--- config.mk ---
export PLATFORM = sky130hd
export DESIGN_NAME = wide_out_packer
export DESIGN_NICKNAME = d
export VERILOG_FILES = /design/src/rtl/dsa_out_pkg.sv /design/src/rtl/wide_out_packer.sv
export SDC_FILE = /design/constraint.sdc
export NUM_CORES = 1
export LEC_CHECK = 0
export CAP_MARGIN = 20
export CORE_MARGIN = 5
export CORE_UTILIZATION = 59
export CTS_CLUSTER_DIAMETER = 120
export DETAILED_ROUTE_END_ITERATION = 8
export PLACE_DENSITY_LB_ADDON = 0.1
export SYNTH_ARGS = -nofsm -noshare
export SYNTH_HDL_FRONTEND = slang
export SYNTH_SLANG_ARGS = --single-unit
--- constraint.sdc ---
create_clock -name clk_50 -period 5.1 [get_ports clk_50]
set_input_delay 1.02 -clock clk_50 [delete_from_list [all_inputs] [get_ports clk_50]]
set_output_delay 1.02 -clock clk_50 [all_outputs]
set_load 0.01 [all_outputs]
--- src/rtl/dsa_out_pkg.sv ---
// Shared types for the wide output packer: FSM states, staged lane record, byte merge helper.
package dsa_out_pkg;
  localparam int LANES          = 4;
  localparam int BYTES_PER_WORD = 4;
  localparam int ADDR_MAX       = 32;

  typedef enum logic [2:0] {S_ACC, S_SER, S_WR_REQ, S_RD_REQ, S_RD_WAIT} out_state_e;

  typedef struct packed {
    logic                we;
    logic [ADDR_MAX-1:0] waddr;
    logic [7:0]          wdata;
  } lane_wr_t;

  // Bytes flagged in mask4 come from new32, the rest from old32.
  function automatic logic [31:0] merge_bytes(input logic [31:0] old32, input logic [31:0] new32,
                                              input logic [3:0] mask4);
    logic [31:0] r;
    for (int k = 0; k < BYTES_PER_WORD; k++)
      r[8*k +: 8] = mask4[k] ? new32[8*k +: 8] : old32[8*k +: 8];
    return r;
  endfunction
endpackage

--- src/rtl/wide_out_packer.sv ---
// Packs per-lane byte pixel writes into 32-bit memory words; partial words are written by read-modify-write.
module wide_out_packer
  import dsa_out_pkg::*;
#(
  parameter int AW       = 18,
  parameter int OUT_BASE = 0,
  parameter int CNT_W    = 32
) (
  input  logic                      clk_50,
  input  logic                      rst_n,
  input  logic [LANES-1:0]          in_we,
  input  logic [LANES-1:0][AW-1:0]  in_waddr,
  input  logic [LANES-1:0][7:0]     in_wdata,
  output logic                      in_ready,
  input  logic                      flush,
  output logic                      flush_done,
  output logic                      mem_req_valid,
  input  logic                      mem_req_ready,
  output logic                      mem_req_we,
  output logic [AW-1:0]             mem_req_addr,
  output logic [31:0]               mem_req_wdata,
  input  logic                      mem_resp_valid,
  input  logic [31:0]               mem_resp_rdata,
  output logic                      busy,
  output logic                      err_drop,
  output logic [CNT_W-1:0]          wr_count
);
  out_state_e          state_q;
  logic [31:0]         wbuf_q;
  logic [AW-3:0]       waddr_buf_q;
  logic [3:0]          mask_q;
  lane_wr_t [LANES-1:0] stage_q;
  logic                fpend_q, fdone_q, err_q;
  logic [CNT_W-1:0]    cnt_q;

  // fast-path decode of the incoming lane set
  logic [AW-3:0] fw;
  logic          f_found, same, fast_ok;
  logic [31:0]   fdata;
  logic [3:0]    fmask;
  // next staged lane
  logic [LANES-1:0] rem, rem_after;
  logic [1:0]       sel;
  logic             s_found;
  logic [AW-3:0]    sl_word;
  logic [1:0]       sl_byte;
  logic [7:0]       sl_data;
  logic [3:0]       smask;

  always_comb begin
    fw = '0; f_found = 1'b0; same = 1'b1; fdata = wbuf_q; fmask = mask_q;
    for (int i = 0; i < LANES; i++)
      if (in_we[i] && !f_found) begin
        fw = in_waddr[i][AW-1:2];
        f_found = 1'b1;
      end
    for (int i = 0; i < LANES; i++)
      if (in_we[i]) begin
        if (in_waddr[i][AW-1:2] != fw) same = 1'b0;
        fdata[8*in_waddr[i][1:0] +: 8] = in_wdata[i];
        fmask[in_waddr[i][1:0]] = 1'b1;
      end
    fast_ok = (in_we != '0) && same && (mask_q == '0 || fw == waddr_buf_q);

    sel = '0; s_found = 1'b0;
    for (int i = 0; i < LANES; i++) begin
      rem[i] = stage_q[i].we;
      if (stage_q[i].we && !s_found) begin
        sel = 2'(i);
        s_found = 1'b1;
      end
    end
    rem_after = rem;
    rem_after[sel] = 1'b0;
    sl_word = stage_q[sel].waddr[AW-1:2];
    sl_byte = stage_q[sel].waddr[1:0];
    sl_data = stage_q[sel].wdata;
    smask   = mask_q | (4'b0001 << sl_byte);
  end

  always_ff @(posedge clk_50 or negedge rst_n) begin
    if (!rst_n) begin
      state_q     <= S_ACC;
      wbuf_q      <= '0;
      waddr_buf_q <= '0;
      mask_q      <= '0;
      stage_q     <= '0;
      fpend_q     <= 1'b0;
      fdone_q     <= 1'b0;
      err_q       <= 1'b0;
      cnt_q       <= '0;
    end else begin
      fdone_q <= 1'b0;
      if (flush) fpend_q <= 1'b1;
      if (in_we != '0 && state_q != S_ACC) err_q <= 1'b1;
      case (state_q)
        S_ACC:
          if (in_we != '0) begin
            // lanes take priority; a coincident flush stays pending
            if (fast_ok) begin
              wbuf_q      <= fdata;
              mask_q      <= fmask;
              waddr_buf_q <= fw;
              if (fmask == 4'hF) state_q <= S_WR_REQ;
            end else begin
              for (int i = 0; i < LANES; i++) begin
                stage_q[i].we    <= in_we[i];
                stage_q[i].waddr <= ADDR_MAX'(in_waddr[i]);
                stage_q[i].wdata <= in_wdata[i];
              end
              state_q <= S_SER;
            end
          end else if (flush || fpend_q) begin
            if (mask_q == '0) begin
              fdone_q <= 1'b1;
              fpend_q <= 1'b0;
            end else begin
              state_q <= (mask_q == 4'hF) ? S_WR_REQ : S_RD_REQ;
            end
          end
        S_SER:
          if (rem == '0) state_q <= S_ACC;
          else if (mask_q != '0 && sl_word != waddr_buf_q)
            state_q <= (mask_q == 4'hF) ? S_WR_REQ : S_RD_REQ;
          else begin
            wbuf_q[8*sl_byte +: 8] <= sl_data;
            mask_q                 <= smask;
            waddr_buf_q            <= sl_word;
            stage_q[sel].we        <= 1'b0;
            if (smask == 4'hF)        state_q <= S_WR_REQ;
            else if (rem_after == '0) state_q <= S_ACC;
          end
        S_WR_REQ:
          if (mem_req_ready) begin
            cnt_q       <= cnt_q + 1'b1;
            wbuf_q      <= '0;
            mask_q      <= '0;
            waddr_buf_q <= '0;
            state_q     <= (rem != '0) ? S_SER : S_ACC;
            if (rem == '0 && fpend_q) begin
              fdone_q <= 1'b1;
              fpend_q <= 1'b0;
            end
          end
        S_RD_REQ:
          if (mem_req_ready) state_q <= S_RD_WAIT;
        S_RD_WAIT:
          if (mem_resp_valid) begin
            wbuf_q  <= merge_bytes(mem_resp_rdata, wbuf_q, mask_q);
            mask_q  <= 4'hF;
            state_q <= S_WR_REQ;
          end
        default: state_q <= S_ACC;
      endcase
    end
  end

  // upper address bits of the stage records are always zero
  logic unused_stage;
  assign unused_stage = ^stage_q;

  assign in_ready      = (state_q == S_ACC);
  assign mem_req_valid = (state_q == S_WR_REQ) || (state_q == S_RD_REQ);
  assign mem_req_we    = (state_q == S_WR_REQ);
  assign mem_req_addr  = AW'(OUT_BASE) + {2'b00, waddr_buf_q};
  assign mem_req_wdata = wbuf_q;
  assign busy          = (mask_q != '0) || (state_q != S_ACC);
  assign err_drop      = err_q;
  assign wr_count      = cnt_q;
  assign flush_done    = fdone_q;
endmodule

-- Yosys cells after proc, flatten, opt, wreduce, memory -nomap -nowiden
Cells that the tools add are included.
- magnitude comparators: 10
- bitwise logic cells: 7
- eq/ne operators: 29
- shifts and indexed selects: 11
- muxes and demuxes: 106
- add/sub/neg operators: 6
- reductions and logical operators: 46
- operator list (operator ; number):
    two-way mux 164 bit ; 4
    one-hot mux 164 bit (2 select lines) ; 1
    two-way mux 32 bit ; 10
    negator 5 -> 34 bit ; 5
    variable shift 8 x 34 -> 32 bit (first input constant) ; 5
    indexed part select 8 x 34 -> 32 bit ; 5
    bitwise mux 164 bit ; 1
    bitwise mux 32 bit ; 5
    two-way mux 16 bit ; 9
    one-hot mux 32 bit (4 select lines) ; 1
    binary-select mux 41 bit (select 2 bit) ; 1
    demux 41 bit (select 2 bit) ; 1
    inequality test 16 bit ; 5
    one-hot mux 16 bit (3 select lines) ; 1
    two-way mux 41 bit ; 1
    two-way mux 4 bit ; 10
    two-way mux 3 bit ; 12
    two-way mux 1 bit ; 33
    adder 32 x 1 -> 32 bit (second input constant) ; 1
    two-way mux 8 bit ; 4
    AND reduction 8 bit ; 4
    two-way mux 26 bit ; 1
    inequality test 2 bit (second input constant) ; 10
    bitwise OR 4 bit ; 5
    32 further kinds ; 80
- flip-flop bits (word level): 254
- input port bits: 145

-- Logic depth before layout (Yosys ltp)
Gate-level depths: netlist of run 1.
- depth after elaboration: 24
- depth in mapped cells: 15

-- Worst setup path before layout of run 1
OpenSTA, ideal clock, no wires.
- path kind: input port to flip-flop
- from: input in_we[0]
- to: register waddr_buf_q[11]
- path buffers: 3
- path slack: 1.074 ns
- data arrival time: 3.901 ns
- cell stages on the path: 13
- library setup time: 0.125 ns
- cell sequence: buf_2 -> nor2b_1 -> a211o_1 -> o211a_1 -> or3_1 -> nor4_1 -> a41oi_1 -> nor4_4 -> nor2b_1 -> a2111o_1 -> buf_6 -> buf_8 -> mux2_4
- word-level cells in the longest chain between the ends: 23
- elaborated cells between the ends (all ways): 36
- RTL lines (item ; RTL line ; source):
    from (decl) ; wide_out_packer.sv:11 ; input logic [LANES-1:0] in_we,
    two-way mux 1 bit ; wide_out_packer.sv:53 ; if (in_we[i] && !f_found) begin
    logical NOT 1 bit ; wide_out_packer.sv:53 ;
    logical AND 1 bit ; wide_out_packer.sv:53 ;
    two-way mux 1 bit ; wide_out_packer.sv:53 ;
    logical NOT 1 bit ; wide_out_packer.sv:53 ;
    logical AND 1 bit ; wide_out_packer.sv:53 ;
    two-way mux 1 bit ; wide_out_packer.sv:53 ;
    logical NOT 1 bit ; wide_out_packer.sv:53 ;
    [... 6 more ...] ; n/a ;
    two-way mux 1 bit ; wide_out_packer.sv:58 ; if (in_we[i]) begin
    two-way mux 1 bit ; wide_out_packer.sv:59 ; if (in_waddr[i][AW-1:2] != fw) same = 1'b0;
    two-way mux 1 bit ; wide_out_packer.sv:58 ;
    two-way mux 1 bit ; wide_out_packer.sv:59 ;
    two-way mux 1 bit ; wide_out_packer.sv:58 ;
    logical AND 1 bit (2 in a row) ; wide_out_packer.sv:63 ; fast_ok = (in_we != '0) && same && (mask_q == '0 || fw == waddr_buf_q);
    inequality test 2 x 1 -> 1 bit (no line) ; n/a ;
    AND reduction 6 bit (no line) ; n/a ;
    to (signal assigned) ; wide_out_packer.sv:103 ; waddr_buf_q <= fw;
    to (signal assigned) ; wide_out_packer.sv:128 ; waddr_buf_q <= sl_word;
    to (decl) ; wide_out_packer.sv:30 ; logic [AW-3:0] waddr_buf_q;
Parallel ways exist; a longest one is shown, timed or not. The select of a mux whose other input is x is not followed.
A chain may end at the register's enable or synchronous reset.

-- Worst setup path in the final report of run 1
- from: input in_we[3]
- to: register waddr_buf_q[11]
- word-level cells in the longest chain between the ends: 15
- elaborated cells between the ends (all ways): 25
- RTL lines (item ; RTL line):
    logical AND 1 bit ; wide_out_packer.sv:53
    two-way mux 16 bit ; wide_out_packer.sv:53
    inequality test 16 bit ; wide_out_packer.sv:59
    two-way mux 1 bit ; wide_out_packer.sv:59
    two-way mux 1 bit ; wide_out_packer.sv:58
    two-way mux 1 bit ; wide_out_packer.sv:59
    two-way mux 1 bit ; wide_out_packer.sv:58
    two-way mux 1 bit ; wide_out_packer.sv:59
    two-way mux 1 bit ; wide_out_packer.sv:58
    two-way mux 1 bit ; wide_out_packer.sv:59
    two-way mux 1 bit ; wide_out_packer.sv:58
    logical AND 1 bit (2 in a row) ; wide_out_packer.sv:63
    inequality test 2 x 1 -> 1 bit (no line) ; n/a
    AND reduction 6 bit (no line) ; n/a
Parallel ways exist; a longest one is shown, timed or not. The select of a mux whose other input is x is not followed.

==> results.json, run 1 <==
{
  "cts.sinks": 198,
  "swShare": 0.4475,
  "finalCritPeriodShare": 0.8715,
  "insertion_delay_ns": 0.45,
  "final_cells": 1989,
  "diodes": 0,
  "wl_per_cell_um": 24.92,
  "skew_ns": 0.01871,
  "core_area_mm2": 0.02278,
  "crit_fanout": 16,
  "p_leak_nw": 7.016,
  "synth_flop_cell": "dfrtp_1",
  "crit_chain": "clkdlybuf4s50_1 > nor4b_4 > buf_4 > a211oi_1 > a21oi_2 > xnor2_1 > nor4_1 > a41oi_1 > nor4_4 > nor2b_1 > a2111o_1 > buf_12 > mux2_4",
  "cts_setup_buffers": 0,
  "r2r_end": "waddr_buf_q[11]",
  "critPathMaxStageDelay_ns": 0.52,
  "post-route-util": 0.7500,
  "dr.pass1.iters": 7,
  "cp.required_ns": 5.43,
  "netlist.area_leader.share": 0.3608,
  "fp.dieArea_mm2": 0.02643,
  "worstMarginPinSlew_ns": 0.9763,
  "hpwlAfterDp_um": 37640,
  "ys_seq_area_frac": 0.3608,
  "setup_viol": 0,
  "worstSetupPathType": "primary input to flop",
  "synth_area_leader_cell": "dfrtp_1",
  "synth_cells": 1446,
  "syn_area_mm2": 0.01373,
  "initial_core_util": 0.6029,
  "cp-end-kind": "flop",
  "async_flop_share": 1.000,
  "p_clk_frac": 0.135,
  "drtIter0Drc": 1859,
  "dp.cells": 1957,
  "max_slew_margin": 0.3491,
  "totalWireLength_um": 49580,
  "synth_commonest_cells": "dfrtp_1 (198), nand2_1 (130), mux2_2 (104)",
  "layout-drive-gt1-share": 0.1408,
  "ys_top_cells_by_area": "dfrtp_1 (36%), mux2_2 (8.5%), xnor2_1 (4.8%)",
  "slew_viol_final": 0,
  "gp_congestion": 1.044,
  "clockBufferDepth": 2,
  "rrSetupSlack_ns": 0.75,
  "via_per_inst": 6.830,
  "drc": 0,
  "power_density_mw_per_mm2": 596.9,
  "syn_to_final_growth_pct": 24.41,
  "rows": 55,
  "numPortBuffers": 230,
  "r2r_start": "rem[2]",
  "synth.avg_cell_area_um2": 9.496,
  "endpoint": "waddr_buf_q[11]",
  "hold_class": "flop to flop",
  "grt_max_degree": 114,
  "synth_cell_types": 83,
  "cp.arrival_ns": 4.77,
  "rsz0062_at_grt": "false",
  "hold_buffers": 0,
  "outcome": "finished, final reports clean",
  "numCtsBuffers": 17,
  "setup_tns_ns": 0,
  "die_h_um": 162.6,
  "p_sw_mw": 4.563,
  "maxCapViolations": 0,
  "cpMaxStageDelayCell": "nor4b_4",
  "hold_viol_final": 0,
  "clkTransAtPathRegs_ns": 0.07,
  "ios": 233,
  "crit_path_start": "in_we[3]",
  "die_x_um": 162.6,
  "synthMostInstantiatedCell": "dfrtp_1",
  "peakVddDrop_mv": 0.2947,
  "overflow": 0,
  "min_period_ns": 4.445,
  "layout.nets": 1849,
  "fmax_mhz": 225.0,
  "ys_warn_count": 0,
  "seqPwrFrac": 0.285,
  "grt_pass1_vias": 13287,
  "grt_usage": 0.3661,
  "p_int_mw": 5.633,
  "comb_power_share": 0.579,
  "antenna_found_initial": 0,
  "cts_tree": "done",
  "via_count": 13585,
  "cts_resized": 0,
  "root_buffer": "clkbuf_16",
  "ys_ff_latch": 198,
  "synth_edf_count": 0,
  "rr_worst_depth": 11,
  "postRouteAntennaNets": 0,
  "startpoint_type": "primary input",
  "grt_first_pass_wirelength_um": 75680,
  "cts_max_level": 4
}
-- cell usage in the layout (no fill, tap or decap), types with 13 or more instances in the layout --
| cell type | count |
|---|---|
| clkdlybuf4s50_1 | 227 |
| dfrtp_1 | 198 |
| nand2_1 | 130 |
| mux2_2 | 104 |
| xnor2_1 | 75 |
| a22oi_1 | 74 |
| nor2_1 | 72 |
| o21ai_0 | 64 |
| inv_1 | 57 |
| o22ai_1 | 56 |
| a21oi_1 | 48 |
| buf_4 | 48 |
| ha_1 | 41 |
| mux2i_1 | 39 |
| a221oi_1 | 35 |
| nand3_1 | 26 |
| a22o_1 | 25 |
| nor4_1 | 19 |
| xor2_1 | 19 |
| nand3b_1 | 18 |
| clkbuf_16 | 17 |
| and3_1 | 15 |
| and2_1 | 15 |
| nor2b_1 | 14 |
| or3_1 | 13 |
| nand4_1 | 13 |
-- per-stage QoR --
step / hold WS (ns) / total power [mW] / instance area [um^2] / setup WS, ns
global route: 0.4899 / 10.71 / 17080 / 0.5287
global placement: 0.4613 / 8.407 / 16440 / 0.3580
floorplan: 0.4498 / 6.559 / 13740 / 1.074
CTS: 0.4764 / 10.03 / 17080 / 0.7278
detailed placement: 0.4628 / 8.631 / 16480 / 0.2640
finish: 0.4701 / 10.20 / 17080 / 0.6555
-- power groups by stage --
| stage | Sequential [mW] | Combinational (mW) | Clock, mW |
|---|---|---|---|
| 6_report | 2.91 | 5.91 | 1.38 |
| 5_1_grt | 2.97 | 6.28 | 1.45 |
| 4_1_cts | 2.88 | 5.77 | 1.38 |
| 3_5_place_dp | 2.90 | 5.73 | 0 |
| 3_3_place_gp | 2.86 | 5.54 | 0 |
| 2_1_floorplan | 2.72 | 3.84 | 0 |
-- per-layer routing --
metal  part of all wire  track usage
met4              0.050       0.1613
met5                  0     0.007576
met2               0.44       0.5551
met3               0.12       0.1010
met1               0.39       0.4928
-- registers in the layout, indices dropped and copies added, names as in the netlist --
| signal | flops |
|---|---|
| err_drop | 1 |
| wr_count | 32 |
| mem_req_wdata | 32 |
| waddr_buf_q | 16 |
| fpend_q | 1 |
| flush_done | 1 |
| stage_q | 104 |
| mask_q | 4 |
| state_q | 3 |
| rem | 4 |
-- worst min-delay path by stage --
| stage | from | endpoint | slack, ns | depth (start not counted) |
|---|---|---|---|---|
| 2_1_floorplan | stage_q[131] | stage_q[131] | 0.45 | 2 |
| 3_3_place_gp | wr_count[31] | wr_count[31] | 0.46 | 1 |
| 3_5_place_dp | err_drop | err_drop | 0.46 | 1 |
| 4_1_cts | wr_count[31] | wr_count[31] | 0.48 | 1 |
| 5_1_grt | wr_count[31] | wr_count[31] | 0.49 | 1 |
| 6_report | wr_count[31] | wr_count[31] | 0.47 | 1 |
-- critical path: cells and delay by family --
kind | cells | cell delay [ns]
AOI/OAI and AO/OA | 4 | 0.89
xor gates and xnor gates | 1 | 0.12
buffers and inverters | 3 | 0.93
muxes | 1 | 0.30
and+or+nand+nor | 4 | 1.49
-- final cells by class --
class	count	area (um^2)
fill	1677	5694
multi-input combinational	1101	8115
timing repair buffer	286	2799
clock buffer	17	425.4
clock inverter	15	176.4
sequential	198	4955
inverter	59	221.5
tap	313	391.6
-- logic make-up (layout without fill, tap and decap cells) --
family | count (synthesis) | after routing | share of synthesized area
mux | 152 | 152 | 0.1236
other cells | 1 | 2 | 0.0002731
buf+inv | 148 | 377 | 0.04884
simple gates | 389 | 389 | 0.1479
compound gates | 423 | 423 | 0.2213
xor+xnor | 94 | 94 | 0.05995
fa+ha+maj | 41 | 41 | 0.03736
flops | 198 | 198 | 0.3608
Note: power is estimated with default switching activity, not from simulation.
==> inputs of run 2 (changes only) <==
SKIP_CTS_REPAIR_TIMING = 1   (was default)
==> results of run 2 <==
The final DEF is identical to that of run 1; final timing and power are the same.
